File: config.mk
export PLATFORM = sky130hd
export DESIGN_NAME = countdown_timer
export DESIGN_NICKNAME = d
export VERILOG_FILES = /design/src/rtl/watch_pkg.sv /design/src/rtl/bcd_to_seg.sv /design/src/rtl/countdown_timer.sv
export SDC_FILE = /design/constraint.sdc
export NUM_CORES = 1
export LEC_CHECK = 0
export CELL_PAD_IN_SITES_DETAIL_PLACEMENT = 2
export CELL_PAD_IN_SITES_GLOBAL_PLACEMENT = 2
export CORE_ASPECT_RATIO = 0.8
export CORE_MARGIN = 5
export CORE_UTILIZATION = 37
export CTS_BUF_LIST = sky130_fd_sc_hd__clkbuf_2
export CTS_CLUSTER_DIAMETER = 50
export DETAILED_ROUTE_END_ITERATION = 12
export PLACE_DENSITY_LB_ADDON = 0.1
export REMOVE_ABC_BUFFERS = 1
export SKIP_CTS_REPAIR_TIMING = 1
export SYNTH_ARGS = -nofsm -noshare
export SYNTH_HDL_FRONTEND = slang
export SYNTH_SLANG_ARGS = --single-unit
File: constraint.sdc
create_clock -name clk -period 4.4 [get_ports clk]
set_input_delay 1.1 -clock clk [delete_from_list [all_inputs] [get_ports clk]]
set_output_delay 1.1 -clock clk [all_outputs]
set_load 0.02 [all_outputs]
File: src/rtl/watch_pkg.sv
// Shared types, segment constants and BCD time helpers for the stopwatch and countdown timer.
package watch_pkg;

    typedef enum logic [1:0] {
        IDLE,
        RUN,
        PAUSED,
        EXPIRED
    } state_t;

    typedef logic [3:0] bcd_t;

    typedef struct packed {
        bcd_t min_tens;
        bcd_t min_units;
        bcd_t sec_tens;
        bcd_t sec_units;
    } mmss_t;

    // Active-low segments, bits [6:0] = g..a, bit 7 = dp (1 = dark).
    localparam int         SEG_DP_BIT = 7;
    localparam logic [7:0] SEG_0      = 8'hC0;
    localparam logic [7:0] SEG_1      = 8'hF9;
    localparam logic [7:0] SEG_2      = 8'hA4;
    localparam logic [7:0] SEG_3      = 8'hB0;
    localparam logic [7:0] SEG_4      = 8'h99;
    localparam logic [7:0] SEG_5      = 8'h92;
    localparam logic [7:0] SEG_6      = 8'h82;
    localparam logic [7:0] SEG_7      = 8'hF8;
    localparam logic [7:0] SEG_8      = 8'h80;
    localparam logic [7:0] SEG_9      = 8'h90;
    localparam logic [7:0] SEG_BLANK  = 8'hFF;

    function automatic bcd_t clamp_digit(bcd_t d, bcd_t max_val);
        return (d > max_val) ? max_val : d;
    endfunction

    function automatic mmss_t clamp_preset(bcd_t mt, bcd_t mu, bcd_t st, bcd_t su);
        mmss_t r;
        r.min_tens  = clamp_digit(mt, 4'd9);
        r.min_units = clamp_digit(mu, 4'd9);
        r.sec_tens  = clamp_digit(st, 4'd5);
        r.sec_units = clamp_digit(su, 4'd9);
        return r;
    endfunction

    function automatic logic is_zero(mmss_t t);
        return t == '0;
    endfunction

    // One-second borrow chain; saturates at 00:00.
    function automatic mmss_t decrement(mmss_t t);
        mmss_t r;
        r = t;
        if (!is_zero(t)) begin
            if (t.sec_units != 4'd0) begin
                r.sec_units = t.sec_units - 4'd1;
            end else begin
                r.sec_units = 4'd9;
                if (t.sec_tens != 4'd0) begin
                    r.sec_tens = t.sec_tens - 4'd1;
                end else begin
                    r.sec_tens = 4'd5;
                    if (t.min_units != 4'd0) begin
                        r.min_units = t.min_units - 4'd1;
                    end else begin
                        r.min_units = 4'd9;
                        r.min_tens  = t.min_tens - 4'd1;
                    end
                end
            end
        end
        return r;
    endfunction

endpackage

File: src/rtl/bcd_to_seg.sv
// Combinational BCD to active-low 7-segment decoder with a decimal-point input.
module bcd_to_seg
    import watch_pkg::*;
(
    input  logic [3:0] digit,
    input  logic       dp,
    output logic [7:0] seg
);

    always_comb begin
        // NOTE: assigning a default first keeps every path driven, so no latch is inferred.
        seg = SEG_BLANK;
        case (digit)
            4'd0:    seg = SEG_0;
            4'd1:    seg = SEG_1;
            4'd2:    seg = SEG_2;
            4'd3:    seg = SEG_3;
            4'd4:    seg = SEG_4;
            4'd5:    seg = SEG_5;
            4'd6:    seg = SEG_6;
            4'd7:    seg = SEG_7;
            4'd8:    seg = SEG_8;
            4'd9:    seg = SEG_9;
            default: seg = SEG_BLANK;
        endcase
        seg[SEG_DP_BIT] = ~dp;
    end

endmodule

File: src/rtl/countdown_timer.sv
// MM:SS countdown timer: BCD preset, one-second decrement while running, done at 00:00.
module countdown_timer
    import watch_pkg::*;
#(
    parameter int TICKS_PER_SEC = 100_000_000
) (
    input  logic       clk,
    input  logic       rst,
    input  logic       load,
    input  logic       start,
    input  logic       pause,
    input  logic [3:0] set_min_tens,
    input  logic [3:0] set_min_units,
    input  logic [3:0] set_sec_tens,
    input  logic [3:0] set_sec_units,
    output logic [7:0] seg_minutes_tens,
    output logic [7:0] seg_minutes_units,
    output logic [7:0] seg_seconds_tens,
    output logic [7:0] seg_seconds_units,
    output logic       running,
    output logic       done
);

    localparam int             DIV_W   = $clog2(TICKS_PER_SEC);
    localparam logic [DIV_W-1:0] DIV_TOP = DIV_W'(TICKS_PER_SEC - 1);

    state_t           state, next_state;
    mmss_t            count, next_count;
    logic [DIV_W-1:0] div, next_div;
    logic [7:0]       enc_min_tens, enc_min_units, enc_sec_tens, enc_sec_units;

    always_comb begin
        next_state = state;
        next_count = count;
        next_div   = div;
        if (load) begin
            next_state = IDLE;
            next_count = clamp_preset(set_min_tens, set_min_units, set_sec_tens, set_sec_units);
            next_div   = '0;
        end else begin
            case (state)
                IDLE: begin
                    if (start && !is_zero(count)) begin
                        next_state = RUN;
                        next_div   = '0;
                    end
                end
                RUN: begin
                    // The divider still advances on the pause edge so the partial second is preserved.
                    if (div == DIV_TOP) begin
                        next_div   = '0;
                        next_count = decrement(count);
                    end else begin
                        next_div = div + 1'b1;
                    end
                    if (div == DIV_TOP && is_zero(next_count)) begin
                        next_state = EXPIRED;
                    end else if (pause) begin
                        next_state = PAUSED;
                    end
                end
                PAUSED: begin
                    if (start && !pause && !is_zero(count)) begin
                        next_state = RUN;
                    end
                end
                default: next_state = state;
            endcase
        end
    end

    bcd_to_seg u_seg_min_tens  (.digit(count.min_tens),  .dp(1'b0), .seg(enc_min_tens));
    bcd_to_seg u_seg_min_units (.digit(count.min_units), .dp(1'b1), .seg(enc_min_units));
    bcd_to_seg u_seg_sec_tens  (.digit(count.sec_tens),  .dp(1'b0), .seg(enc_sec_tens));
    bcd_to_seg u_seg_sec_units (.digit(count.sec_units), .dp(1'b0), .seg(enc_sec_units));

    always_ff @(posedge clk) begin
        // NOTE: non-blocking assignments make every register sample pre-edge values, avoiding order races.
        if (!rst) begin
            state             <= IDLE;
            count             <= '0;
            div               <= '0;
            running           <= 1'b0;
            done              <= 1'b0;
            seg_minutes_tens  <= SEG_0;
            seg_minutes_units <= SEG_0 & ~(8'h1 << SEG_DP_BIT);
            seg_seconds_tens  <= SEG_0;
            seg_seconds_units <= SEG_0;
        end else begin
            state             <= next_state;
            count             <= next_count;
            div               <= next_div;
            running           <= (next_state == RUN);
            done              <= (next_state == EXPIRED);
            seg_minutes_tens  <= enc_min_tens;
            seg_minutes_units <= enc_min_units;
            seg_seconds_tens  <= enc_sec_tens;
            seg_seconds_units <= enc_sec_units;
        end
    end

endmodule

==> Word-level counts from Yosys, hierarchy flattened <==
Memories as Yosys holds them, arrays and structs flattened. A register that Yosys moved wholly into a read port is not among the register bits.
Cells that the tools add are included.
{ "totals": {"regBits": 51, "rom_bits": 448, "in_bits": 21, "out_inout_bits": 34, "wordCells": 77, "mem_count": 4} }
{ "memory_table": {"columns": ["memory", "words", "word_bits", "rd", "rd_clocked_by_memory_dff", "write_ports", "line", "text"], "rows": [
  ["(no name shown)", 16, 7, 1, 1, 0, "bcd_to_seg.sv:13", "case (digit)"],
  ["(no name shown)", 16, 7, 1, 1, 0, "bcd_to_seg.sv:13", null],
  ["(no name shown)", 16, 7, 1, 1, 0, "bcd_to_seg.sv:13", null],
  ["(no name shown)", 16, 7, 1, 1, 0, "bcd_to_seg.sv:13", null]
]} }
{ "op_classes": {"addsub": 5, "n_lt_le_gt_ge": 4, "n_eq_ne": 6, "mux": 25, "bitwise": 1, "n_reduce_logical": 20} }
{ "ops": {"columns": ["cell", "n"], "rows": [
  ["16-bit two-way mux", 6],
  ["27-bit two-way mux", 2],
  ["27-bit case mux with 2 select lines", 1],
  ["16-bit logical NOT", 2],
  ["4-bit two-way mux", 8],
  ["27-bit by 1-bit adder with 27-bit output (second input constant)", 1],
  ["27-bit equality test (second input constant)", 1],
  ["4-bit by 1-bit subtractor with 4-bit output (second input constant)", 4],
  ["4-bit greater-than comparator (second input constant)", 3],
  ["12-bit two-way mux", 1],
  ["4-bit nonzero test", 3],
  ["2-bit two-way mux", 5],
  ["8-bit two-way mux", 1],
  ["1-bit logical NOT", 6],
  ["2-bit case mux with 3 select lines", 1],
  ["2-bit by 1-bit equality test with 1-bit output (second input constant)", 2],
  ["2-bit equality test (second input constant)", 2],
  ["4-bit by 3-bit greater-than comparator with 1-bit output (second input constant)", 1],
  ["1-bit logical AND", 4],
  ["2-bit nonzero test", 2],
  ["2-bit logical NOT", 1],
  ["2-bit != test (second input constant)", 1],
  ["2-bit AND reduction", 1],
  ["2-bit OR reduction", 1],
  ["1-bit inverter", 1]
]} }

==> Logic depth before layout (Yosys ltp) <==
{ "logic_depth": {"word_depth": 14, "depth_mapped": 11, "mapped_depth_nobuf": 9} }

==> Cells and area by module <==
A second synthesis with hierarchy kept.
{ "hier_totals": {"hier_cells": 567, "area_unflattened_um2": 4508.1} }
{ "modules_own_cells": {"columns": ["module", "instances", "cells_each", "area_each_um2", "seq_area_each_um2"], "rows": [
  ["countdown_timer", 1, 433, 3662.3, 1581.5],
  ["bcd_to_seg at u_seg_min_tens ...", 3, 34, 214.0, 0.0],
  ["bcd_to_seg at u_seg_min_units", 1, 32, 203.9, 0.0]
]} }

==> Worst setup path before layout <==
No wires, ideal clock.
{ "synth_timing": {"path_kind": "register to register", "from": "reg count[13] in the netlist's numbering", "to": "reg state[0]", "setup_time_ns": 0.060, "arrival_ns": 2.610, "required_time_ns": 4.340, "path_slack_ns": 1.729, "path_stages_with_launch": 9, "n_path_buf": 0, "synth_period_minus_slack_ns": 2.671, "cell_sequence": "dfxtp_1 -> inv_1 -> ha_1 -> or3b_1 -> or4_4 -> a31oi_4 -> o211ai_2 -> nor4_4 -> o221a_1"} }
{ "synth_via": {"elab_chain_cells": 13, "elab_cells_between_ends": 19, "classes_between": "add/sub (1); mux (12); reduce/logical (6)"} }
{ "synth_lines": {"columns": ["item", "line", "text"], "rows": [
  ["from (decl)", "countdown_timer.sv:28", "mmss_t count, next_count;"],
  ["from (signal assigned)", "countdown_timer.sv:91", "count <= next_count;"],
  ["4-bit by 1-bit subtractor with 4-bit output", "watch_pkg.sv:68", "r.min_tens = t.min_tens - 4'd1;"],
  ["4-bit two-way mux", "watch_pkg.sv:64", "if (t.min_units != 4'd0) begin"],
  ["8-bit two-way mux", "watch_pkg.sv:60", "if (t.sec_tens != 4'd0) begin"],
  ["12-bit two-way mux", "watch_pkg.sv:56", "if (t.sec_units != 4'd0) begin"],
  ["16-bit two-way mux", "watch_pkg.sv:55", "if (!is_zero(t)) begin"],
  ["16-bit two-way mux", "countdown_timer.sv:50", "if (div == DIV_TOP) begin"],
  ["16-bit two-way mux", "countdown_timer.sv:41", "case (state)"],
  ["16-bit two-way mux", "countdown_timer.sv:36", "if (load) begin"],
  ["16-bit logical NOT", "watch_pkg.sv:48", "return t == '0;"],
  ["1-bit logical AND", "countdown_timer.sv:56", "if (div == DIV_TOP && is_zero(next_count)) begin"],
  ["2-bit two-way mux", "countdown_timer.sv:56", null],
  ["2-bit case mux with 3 select lines (*)", "countdown_timer.sv:41", null],
  ["2-bit two-way mux (*)", "countdown_timer.sv:36", null],
  ["to (signal assigned)", "countdown_timer.sv:90", "state <= next_state;"],
  ["to (decl)", "countdown_timer.sv:27", "state_t state, next_state;"]
]} }
Mark *: on every way between the ends. The rest lies on a longest branch, timed or not. The select of a mux whose other input is x is not followed.
A chain may end at the register's enable or synchronous reset.

==> Worst setup path in the final report <==
Same ends and word-level chain as after synthesis.

==> key figures <==
Run status
  • Outcome: complete, no violations

Synthesis
  • Synth async-reset ratio: 0%
  • Register bit total from synthesis: between 70 and 80
  • Post-Syn Instances: 523
  • Synth Flop Type: dfxtp_1
  • Post-synthesis sequential area ratio: 35.41%
  • Syn. warnings: 0
  • Post-synthesis instance area: 4240 um2
  • Yosys cell types: 61
  • Post-synth EDFFs: 0
  • Avg Synthesized Cell Area: 8.108 um2

Finish
  • Non-filler cells, final: about 700
  • Nets: 604
  • Commonest non-fill, non-tap cell in the layout: dfxtp_1
  • Area Growth Syn to Fin: 16.35%
  • Share of cells above drive strength 1: 6.383%
  • Most frequent cells in the layout: dfxtp_1 (75), nor2_1 (62), clkdlybuf4s50_1 (50)
  • Fillers: 1,351
  • Antenna diode count: 0

Placed design
  • Port-buffer cells: 50
  • Routability cong.: 0.8147
  • Cell count after placement: approximately 700
  • Hpwl dp: 9885 um
  • Place WS: 1.254 ns

Worst setup path
  • Cell chain of the critical path: inv_1, ha_1, or3b_1, or4_4, a31oi_4, o211ai_2, nor4_4, o221a_1
  • Worst r2r path cells: 8
  • Setup crit end kind: flop
  • Worst-path maximum fanout: 7
  • WS Path Type: reg -> reg
  • Worst setup SP type: flop
  • FF-to-FF Start: count[13]
  • Reg-to-reg endpoint: state[0]
  • Flop-to-flop setup slack: 1.22 ns
  • Critical path arrival: 3.67 ns
  • Slowest cell on crit path: or4_4
  • Worst EP required: 4.89 ns
  • CP max stage delay: about 0.65 ns
  • Crit path from: count[13]

Drt
  • WL per Instance: between 15 and 20 um
  • DRT Pass-1 Iters: 4
  • Initial drt markers: 133
  • Detail Route Antenna Nets: 0
  • Routed wire length: ~13,000 um
  • DRC viols: 0
  • Routed vias: 4,022
  • Vias per cell: 5.649

STA
  • # setup viols final: 0
  • Slew HR: 32.11%
  • RSZ-0062 raised after global routing: false
  • Setup Skew: ~0.028 ns
  • Final worst path period need: ~3.2 ns
  • Part of the cycle the worst path needs: 72.33%
  • Setup TNS: 0 ns
  • Worst slew pin tran: 1.015 ns
  • Final setup margin: around 1.2 ns
  • FMAX: 0.3142 GHz
  • Max-slew violation count: 0
  • Final Hold Viols: 0

Min path
  • Hold worst-path end: div[7]
  • Hold Path Stages: 1
  • Hold Startpoint: div[7]
  • Min-delay worst type: reg -> reg

Clocking
  • Root Buffer Master: clkbuf_2
  • Clk buf depth: 2
  • CTS tree: built
  • H-tree Lvls: 3
  • Skew-Pair Late Insertion Delay: 0.53 ns
  • CTS sink cnt: 75
  • Cts bufs inserted: 9
  • Worst-path clk slew: 0.20 ns

GRT
  • Grt total ovfl: 0
  • GRT Overall Usage: 20.32%
  • Largest net degree at the start of global routing: 39
  • Vias in the first global route: 4,368
  • First-pass GRT wire length: 22,570 um
  • Antenna violations before repair: 0

Pwr
  • P_leak: approximately 1.8 nW
  • IR drop worst, VDD: ~0.00015 V
  • Pwr/cell area: 283.2 nW/um2

Floorplan
  • Initial core utilization: 37.24%
  • Die Height: 105.8 um
  • Die width: 129.7 um
  • Die Footprint: approximately 14,000 um2
  • # IOs: 55
  • Core Rows: 35
  • Core box area: around 11,000 um2

Flow run
  • Max Cap Violations: 0
==> synth_stat cells (all sizes together) (12+ instances only) <==
master	number	area share [%]
nor2	62	5.5
inv	16	1.4
ha	22	6.5
nand3	14	1.7
clkbuf	23	2.0
nor3	12	1.4
a21oi	44	5.2
o21ai	39	4.6
dfxtp	75	35
nand2	42	3.7
and2	12	1.8
nand4	12	1.9
==> registers in the layout, indices dropped and copies added, names as in the netlist <==
name / flops
seg_minutes_units: 7
running: 1
seg_minutes_tens: 7
seg_seconds_tens: 7
seg_seconds_units: 7
state: 2
div: 27
count: 16
done: 1
==> layout make-up <==
class / instances / area, um2 / share of cell area [%]
timing repair buffer: 56 / 545.5 / 11.06
clock buffer: 11 / 55.05 / 1.116
inverter: 16 / 60.06 / 1.217
tap: 148 / 185.2 / 3.753
multi-input combinational: 403 / 2545 / 51.59
sequential: 75 / 1501 / 30.43
clock inverter: 3 / 41.29 / 0.8369
==> worst max-delay path: cells and delay by family (launching register included) <==
family	cells	cell delay, ns
and+or+nand+nor	3	1.57
buffers and inverters	1	0.23
DFF	1	0.42
adders and majority gates	1	0.28
AOI/OAI and AO/OA	3	0.62
==> cells by family after synthesis <==
group / synth area share [%]
simple gates: 28.12
compound gates: 20.60
flops: 35.41
buf+inv: 4.751
fa+ha+maj: 6.491
xor+xnor: 2.066
mux: 2.390
other cells: 0.1771
==> routing by layer <==
metal,wire length (um),global-route usage (%),up-vias
li1,-,-,1944
met4,143,4.525,0
met3,509,4.255,11
met1,6208,27.27,1995
met2,6306,33.44,72
met5,0,0,-
==> stage by stage <==
step	area, um2	hold WS (ns)	utilization (%)	total power (W)
2_1_floorplan	4106	0.4150	-	0.0009108
3_3_place_gp	4837	0.4449	42.48	0.001029
3_5_place_dp	4837	0.4552	42.48	0.001043
4_1_cts	4933	0.4794	43.33	0.001422
5_1_grt	4933	0.5015	43.33	0.001481
6_report	4933	0.4804	43.33	0.001397
==> worst max path at each step <==
stage	slack [ns]	endpoint
floorplan	1.73	state[0]
global placement	1.38	state[0]
detailed placement	1.25	div[5]
CTS	1.20	div[5]
global route	1.02	div[5]
finish	1.22	state[0]
==> where the power goes <==
part / internal (W) / switching (W)
registers: 0.000708 / 0.0000289
clock network: 0.000128 / 0.000241
logic: 0.000119 / 0.000172
Power figures use the tool's default switching activity.
